### config.mk
export PLATFORM = sky130hd
export DESIGN_NAME = seg7_reader
export DESIGN_NICKNAME = d
export VERILOG_FILES = /design/src/rtl/seg7_reader.sv
export SDC_FILE = /design/constraint.sdc
export NUM_CORES = 1
export LEC_CHECK = 0
export BUFFER_PORTS_ARGS = -buffer_cell sky130_fd_sc_hd__buf_2
export CAP_MARGIN = 20
export CELL_PAD_IN_SITES_DETAIL_PLACEMENT = 1
export CELL_PAD_IN_SITES_GLOBAL_PLACEMENT = 2
export CORE_UTILIZATION = 40
export CTS_BUF_LIST = sky130_fd_sc_hd__clkbuf_8
export CTS_CLUSTER_DIAMETER = 150
export DETAILED_ROUTE_END_ITERATION = 8
export PLACE_DENSITY_LB_ADDON = 0.12
export SLEW_MARGIN = 5
export SYNTH_ARGS = -nofsm -noshare
export SYNTH_HDL_FRONTEND = slang
export SYNTH_SLANG_ARGS = --single-unit
### constraint.sdc
create_clock -name clk -period 2.6 [get_ports clk]
set_input_delay 0.13 -clock clk [delete_from_list [all_inputs] [get_ports clk]]
set_output_delay 0.13 -clock clk [all_outputs]
set_load 0.01 [all_outputs]
### src/rtl/seg7_reader.sv
// Recovers a hex nibble from an active-low a..g segment bus. A pattern is reported
// once after it has been stable for STABLE_CYCLES cycles, through a valid/ready holding register.
module seg7_reader #(
    parameter int STABLE_CYCLES = 4
) (
    input  logic       clk,
    input  logic       rst_n,
    input  logic [0:6] seg,
    output logic [3:0] value,
    output logic       out_valid,
    input  logic       out_ready,
    output logic       err,
    output logic       overrun,
    input  logic       ovr_clr
);

    localparam int             CW       = $clog2(STABLE_CYCLES + 1);
    localparam logic [CW-1:0]  CNT_MAX  = CW'(STABLE_CYCLES);
    localparam logic [CW-1:0]  CNT_QUAL = CW'(STABLE_CYCLES - 1);
    localparam logic [CW-1:0]  CNT_ONE  = CW'(1);
    localparam logic [0:6]     BLANK    = 7'b1111111;

    localparam logic [0:0] ST_TRACK  = 1'b0;
    localparam logic [0:0] ST_LOCKED = 1'b1;

    logic [0:6]    seg_m_q;
    logic [0:6]    seg_s_q;
    logic [0:6]    last_q;
    logic [CW-1:0] cnt_q, cnt_d;
    logic [0:0]    state_q, state_d;
    logic [3:0]    value_q, value_d;
    logic          out_valid_q, out_valid_d;
    logic          err_q, err_d;
    logic          overrun_q, overrun_d;

    logic          code_legal;
    logic [3:0]    code_nib;
    logic          is_blank;
    logic          same;
    logic          qualify;
    logic          offer;
    logic          transfer;

    // Literal bit 0 (leftmost) lines up with seg_s_q[0], i.e. segment a.
    always_comb begin
        code_legal = 1'b1;
        code_nib   = 4'h0;
        case (seg_s_q)
            7'b0000001: code_nib = 4'h0;
            7'b1001111: code_nib = 4'h1;
            7'b0010010: code_nib = 4'h2;
            7'b0000110: code_nib = 4'h3;
            7'b1001100: code_nib = 4'h4;
            7'b0100100: code_nib = 4'h5;
            7'b0100000: code_nib = 4'h6;
            7'b0001101: code_nib = 4'h7;
            7'b0000000: code_nib = 4'h8;
            7'b0000100: code_nib = 4'h9;
            7'b0001000: code_nib = 4'hA;
            7'b1100000: code_nib = 4'hB;
            7'b0110001: code_nib = 4'hC;
            7'b1000010: code_nib = 4'hD;
            7'b0110000: code_nib = 4'hE;
            7'b0111000: code_nib = 4'hF;
            default:    code_legal = 1'b0;
        endcase
    end

    always_comb begin
        is_blank = (seg_s_q == BLANK);
        same     = (seg_s_q == last_q);
        qualify  = same && (cnt_q == CNT_QUAL) && (state_q == ST_TRACK);
        offer    = qualify && code_legal;
        transfer = out_valid_q && out_ready;
    end

    always_comb begin
        cnt_d = cnt_q;
        if (!same) begin
            cnt_d = '0;
        end else if (cnt_q != CNT_MAX) begin
            cnt_d = cnt_q + CNT_ONE;
        end

        state_d = state_q;
        case (state_q)
            ST_TRACK:  if (qualify) state_d = ST_LOCKED;
            ST_LOCKED: if (!same)   state_d = ST_TRACK;
            default:   state_d = ST_TRACK;
        endcase
    end

    // A new result may replace the held one only if the slot is empty or draining this cycle.
    always_comb begin
        value_d     = value_q;
        out_valid_d = out_valid_q;
        overrun_d   = overrun_q;
        err_d       = qualify && !code_legal && !is_blank;

        if (offer && (!out_valid_q || transfer)) begin
            value_d     = code_nib;
            out_valid_d = 1'b1;
        end else if (transfer) begin
            out_valid_d = 1'b0;
        end

        if (offer && out_valid_q && !out_ready) begin
            overrun_d = 1'b1;
        end else if (ovr_clr) begin
            overrun_d = 1'b0;
        end
    end

    always_ff @(posedge clk or negedge rst_n) begin
        if (!rst_n) begin
            seg_m_q     <= BLANK;
            seg_s_q     <= BLANK;
            last_q      <= BLANK;
            cnt_q       <= '0;
            state_q     <= ST_TRACK;
            value_q     <= 4'h0;
            out_valid_q <= 1'b0;
            err_q       <= 1'b0;
            overrun_q   <= 1'b0;
        end else begin
            seg_m_q     <= seg;
            seg_s_q     <= seg_m_q;
            last_q      <= seg_s_q;
            cnt_q       <= cnt_d;
            state_q     <= state_d;
            value_q     <= value_d;
            out_valid_q <= out_valid_d;
            err_q       <= err_d;
            overrun_q   <= overrun_d;
        end
    end

    assign value     = value_q;
    assign out_valid = out_valid_q;
    assign err       = err_q;
    assign overrun   = overrun_q;

endmodule

== After elaboration in Yosys (flattened, before gate mapping) ==
Index checks and enable logic that the tools add are counted.
Word-level totals
  flip-flop bits (word level): 32
  input bits: 11
  logic and storage cells: 60
Cells by class
  add/sub/neg operators: 1
  eq/ne operators: 20
  mux-type cells: 11
  bitwise gates (word level): 1
  reductions and logical operators: 18
Operators with widths (count)
  4-bit one-hot mux with 15 select lines: 1
  7-bit by 6-bit equality test with 1-bit output, second input constant: 5
  7-bit equality test, second input constant: 5
  16-bit OR reduction: 1
  7-bit by 3-bit equality test with 1-bit output, second input constant: 2
  7-bit by 4-bit equality test with 1-bit output, second input constant: 2
  1-bit logical AND: 9
  7-bit by 1-bit equality test with 1-bit output, second input constant: 1
  7-bit by 5-bit equality test with 1-bit output, second input constant: 1
  7-bit equality test: 1
  7-bit logical NOT: 1
  1-bit two-way mux: 7
  3-bit two-way mux: 2
  1-bit logical NOT: 4
  2-bit nonzero test: 2
  3-bit by 1-bit adder with 3-bit output, second input constant: 1
  3-bit by 2-bit equality test with 1-bit output, second input constant: 1
  3-bit inequality test, second input constant: 1
  2-bit by 1-bit inequality test with 1-bit output, second input constant: 1
  1-bit one-hot mux with 2 select lines: 1
  1-bit logical OR: 1
  1-bit NOT: 1

== Depth between registers and ports, before layout ==
  depth after elaboration: 7
  gate-level depth with buffers: 6
  gate-level depth less buffers: 6

== Worst setup path after synthesis ==
OpenSTA, ideal clock, no wires.
  path kind: register to register
  start point: register seg_s_q[2] (netlist bit)
  end point: register value_q[0], in the netlist value[0]
  arrival: 1.786 ns
  required time: 2.472 ns
  setup slack: 0.686 ns
  cell stages (with the launch flop): 7
  clock period less this slack: 1.914 ns
  cells stage by stage: dfstp_2 > buf_4 > and4bb_1 > a32oi_1 > o211ai_1 > o31ai_2 > mux2_1
On the way
  cells in the longest elaborated chain, start to end: 5
  elaborated cells on any way between the ends: 24
  classes of those cells: 16 x eq/ne; 2 x mux; 6 x reduce/logical
Ends and longest elaborated chain
  from (decl): line 27  | logic [0:6] seg_s_q;
  from (signal assigned): line 127  | seg_s_q <= seg_m_q;
  7-bit by 6-bit equality test with 1-bit output (tied with other cells): line 48  | case (seg_s_q)
  16-bit OR reduction (no source line) or 1-bit logical AND (tied branches)
  1-bit two-way mux or 1-bit logical AND (tied branches): line 48, 72
  1-bit logical AND: line 73  | offer = qualify && code_legal;
  1-bit logical AND: line 100  | if (offer && (!out_valid_q || transfer)) begin
  to (signal assigned): line 131  | value_q <= value_d;
  to (decl): line 31  | logic [3:0] value_q, value_d;
Several ways; a longest one is shown, not always the timed one.
A chain may end at the register's enable or synchronous reset.

== Final worst setup path ==
  start point: register seg_s_q[4] (netlist bit)
  end point: register value_q[1], in the netlist value[1]
Same word-level chain as after synthesis.

==> metrics.yaml <==
synth_area_um2: 1560
areaGrowthSynthToFinish_pct: 19.1
ios: 18
drtAntennaViolNets: 0
clockBufferDepth: 2
worst_path_largest_cell_delay_ns: 0.72
p_int_w: 0.000906
clkPwrFrac_pct: 45.0
synth_fp_nets: 142
setup.worst_path.start_class: "flip-flop"
setup_violations: 0
fin_nets: 167
synth-seq-cells: 32
critPathTopFamily: "compound AO/OA/AOI/OAI gates"
grt_first_pass_wirelength_mm: 5.02
crit_type: "flip-flop to flip-flop"
die_w_um: 64.4
dieHeight_um: 64.4
grt_max_degree: 33
n_fill_cell: 411
dpl.hpwl_mm: 2.00
cts_hold_buf: 8
p_switching_w: 0.000241
wl_met3_um: 111
crit_path_end_kind: "flip-flop"
hp-class: "input pin to flip-flop"
synth.avg_cell_area_um2: 12.2
r2r-end: "value[1]"
ys_types: 45
path_buf_inv: 0
placed_area_um2: 1650
p_leak_nw: 0.804
dp_cells: 186
initial_core_util_pct: 42.2
fin_crit_sh_pct: 83.5
postCtsSetupBuffers: 0
grt_setup_unrepaired: "no"
vias: 1046
final_max_slew_viol_count: 0
cts_root_buffer: "clkbuf_8"
synth_top_area_share_pct: 35.5
max-vdd-ir-drop_uv: 367
cts.repair.resized: 0
ys_seq_area_share_pct: 53.2
synth_edf_count: 0
ctsHtreeMaxLevel: 2
gp_congestion: 0.853
status: "finished, final reports clean"
routed_via_density: 5.18
antenna_found_initial: 0
path_cells: "and2b_1, o2111ai_1, o211ai_1, o31ai_2, mux2_1"
numClockSinks: 32
grt.total_usage_pct: 16.7
tightest_slew_ns: 0.672
drc: 0
wl_mm: 2.95
grt_pass1_vias: 1015
finalHoldViolCount: 0
cts_tree: "built"
seqPwrFrac_pct: 48.6
regArea_um2: 827
skew_ns: 0.00461
synth_area_leaders: "dfstp_2 (35%), dfrtp_1 (18%), xnor2_2 (3.1%), xnor2_1 (2.8%), ha_1 (2.4%)"
worstHoldPathCells: 2
cts_buffers: 5
routedLengthMet1_mm: 1.39
diodes: 0
hp-start: "ovr_clr"
synth.largest_area_cell: "dfstp_2"
drive_gt1_share_pct: 38.3
coreArea_um2: 3690
top_layer: "met4"
synth-main-ff-cell: "dfstp_2"
share_comb_of_total_power_pct: 6.4
synth-async-reset-ratio_pct: 100
final_common_cell: "dfstp_2"
synthesis.instances: 128
swShare_pct: 21.1
multi_input_area_um2: 654
ys_warn_count: 0
design_area_um2: 1850
critical_path.max_fanout: 17
holdPathEnd: "overrun"
wire_per_inst_um: 14.6
slowest_stage: "dfstp_2"
fin_cells: 202
max_slew_margin_pct: 55.2
fmax_mhz: 461
grt_overflow: 0
tns_ns: 0
ff2ff_path_depth: 5
fp-row-count: 22
arrival_ns: 2.34
clkSlewWorstSetupHoldPaths_ns: 0.07
drtPass1Iterations: 4
required_ns: 2.76
reg2reg_slack_ns: 0.43
mostFrequentLayoutCells: "dfstp_2 (21), buf_2 (17), dfrtp_1 (11), nand2_1 (10), dlygate4sd3_1 (8)"
met2WireLength_mm: 1.39
insertion_delay_ns: 0.28
max-cap-violations: 0
final.min_clock_period_ns: 2.17
die_area_um2: 4140
reg2reg_from: "seg_s_q[4]"
p_per_area_nw_per_um2: 619
drtIter0Drc: 34
io_buffers: 17
## power groups by stage
stage | sequential (W) | combinational [W] | clock (W)
floorplan | 0.000545 | 0.0000613 | 0
global placement | 0.000564 | 0.0000641 | 0
detailed placement | 0.000566 | 0.0000650 | 0
CTS | 0.000558 | 0.0000746 | 0.000536
global route | 0.000561 | 0.0000811 | 0.000551
finish | 0.000558 | 0.0000731 | 0.000516
## per-stage QoR
stage	setup slack [ns]	util [%]	hold slack (ns)	total power [W]
after floorplan	0.686	-	-0.166	0.000606
after global placement	0.524	44.6	0.203	0.000628
after detailed placement	0.439	44.6	0.219	0.000631
after CTS	0.429	50.2	0.00297	0.00117
after global routing	0.335	50.2	0.00667	0.00119
final	0.429	50.2	0.0170	0.00115
## state kept, by name, summed over array words and instances, names as in the netlist
signal	count
cnt_q	3
value	4
seg_s_q	7
out_valid	1
err	1
seg_m_q	7
overrun	1
last_q	7
state_q	1
## per-layer routing
metal | track usage (%) | up-vias
li1 | - | 504
met1 | 21.1 | 511
met2 | 25.5 | 24
met3 | 4.29 | 7
met4 | 10.0 | 0
met5 | 0 | -
## cell usage after synthesis (2+ instances only)
cell type   n
nor2_1      5
xnor2_1     5
nor3_2      2
nor4b_1     2
ha_1        3
a32oi_1     2
nor3_1      4
a32o_1      2
nand3_1     2
o21ai_1     2
dfrtp_1    11
buf_2       2
nand2_1    10
nor3b_1     3
o21ai_0     4
xnor2_2     3
nand2b_1    3
nor2b_1     2
mux2_1      3
buf_4       3
o31ai_2     2
inv_1       5
and2b_1     2
dfstp_2    21
a21oi_1     3
buf_6       2
and3b_1     2
## cell type report
type | instances | share of cell area, %
Tap cell | 48 | 3.24
Inverter | 5 | 1.01
Sequential cell | 32 | 44.7
Timing Repair Buffer | 25 | 8.92
Clock inverter | 1 | 1.62
Clock buffer | 7 | 5.20
Multi-Input combinational cell | 84 | 35.3
## worst max path at each step
stage,slack [ns],cells after the start,endpoint,start
final,0.43,5,value[1],seg_s_q[4]
after global routing,0.33,5,value[1],seg_s_q[4]
after global placement,0.52,5,value[3],seg_s_q[4]
after floorplan,0.69,6,value[0],seg_s_q[2]
after detailed placement,0.44,5,value[1],seg_s_q[4]
after CTS,0.43,5,value[1],seg_s_q[4]
## cell families (layout without fill, tap and decap cells)
kind of cell             count (synthesis)  in the layout  share of synthesized area, %
adder cells (fa/ha/maj)                  3              3                          2.41
AO/OA/AOI/OAI                           22             22                          11.1
XOR/XNOR                                 8              8                          5.95
buffers and inverters                   12             38                          4.75
multiplexers                             3              3                          2.17
AND/OR/NAND/NOR                         48             48                          20.4
flip-flops                              32             32                          53.2
Note: power is estimated with default switching activity, not from simulation.
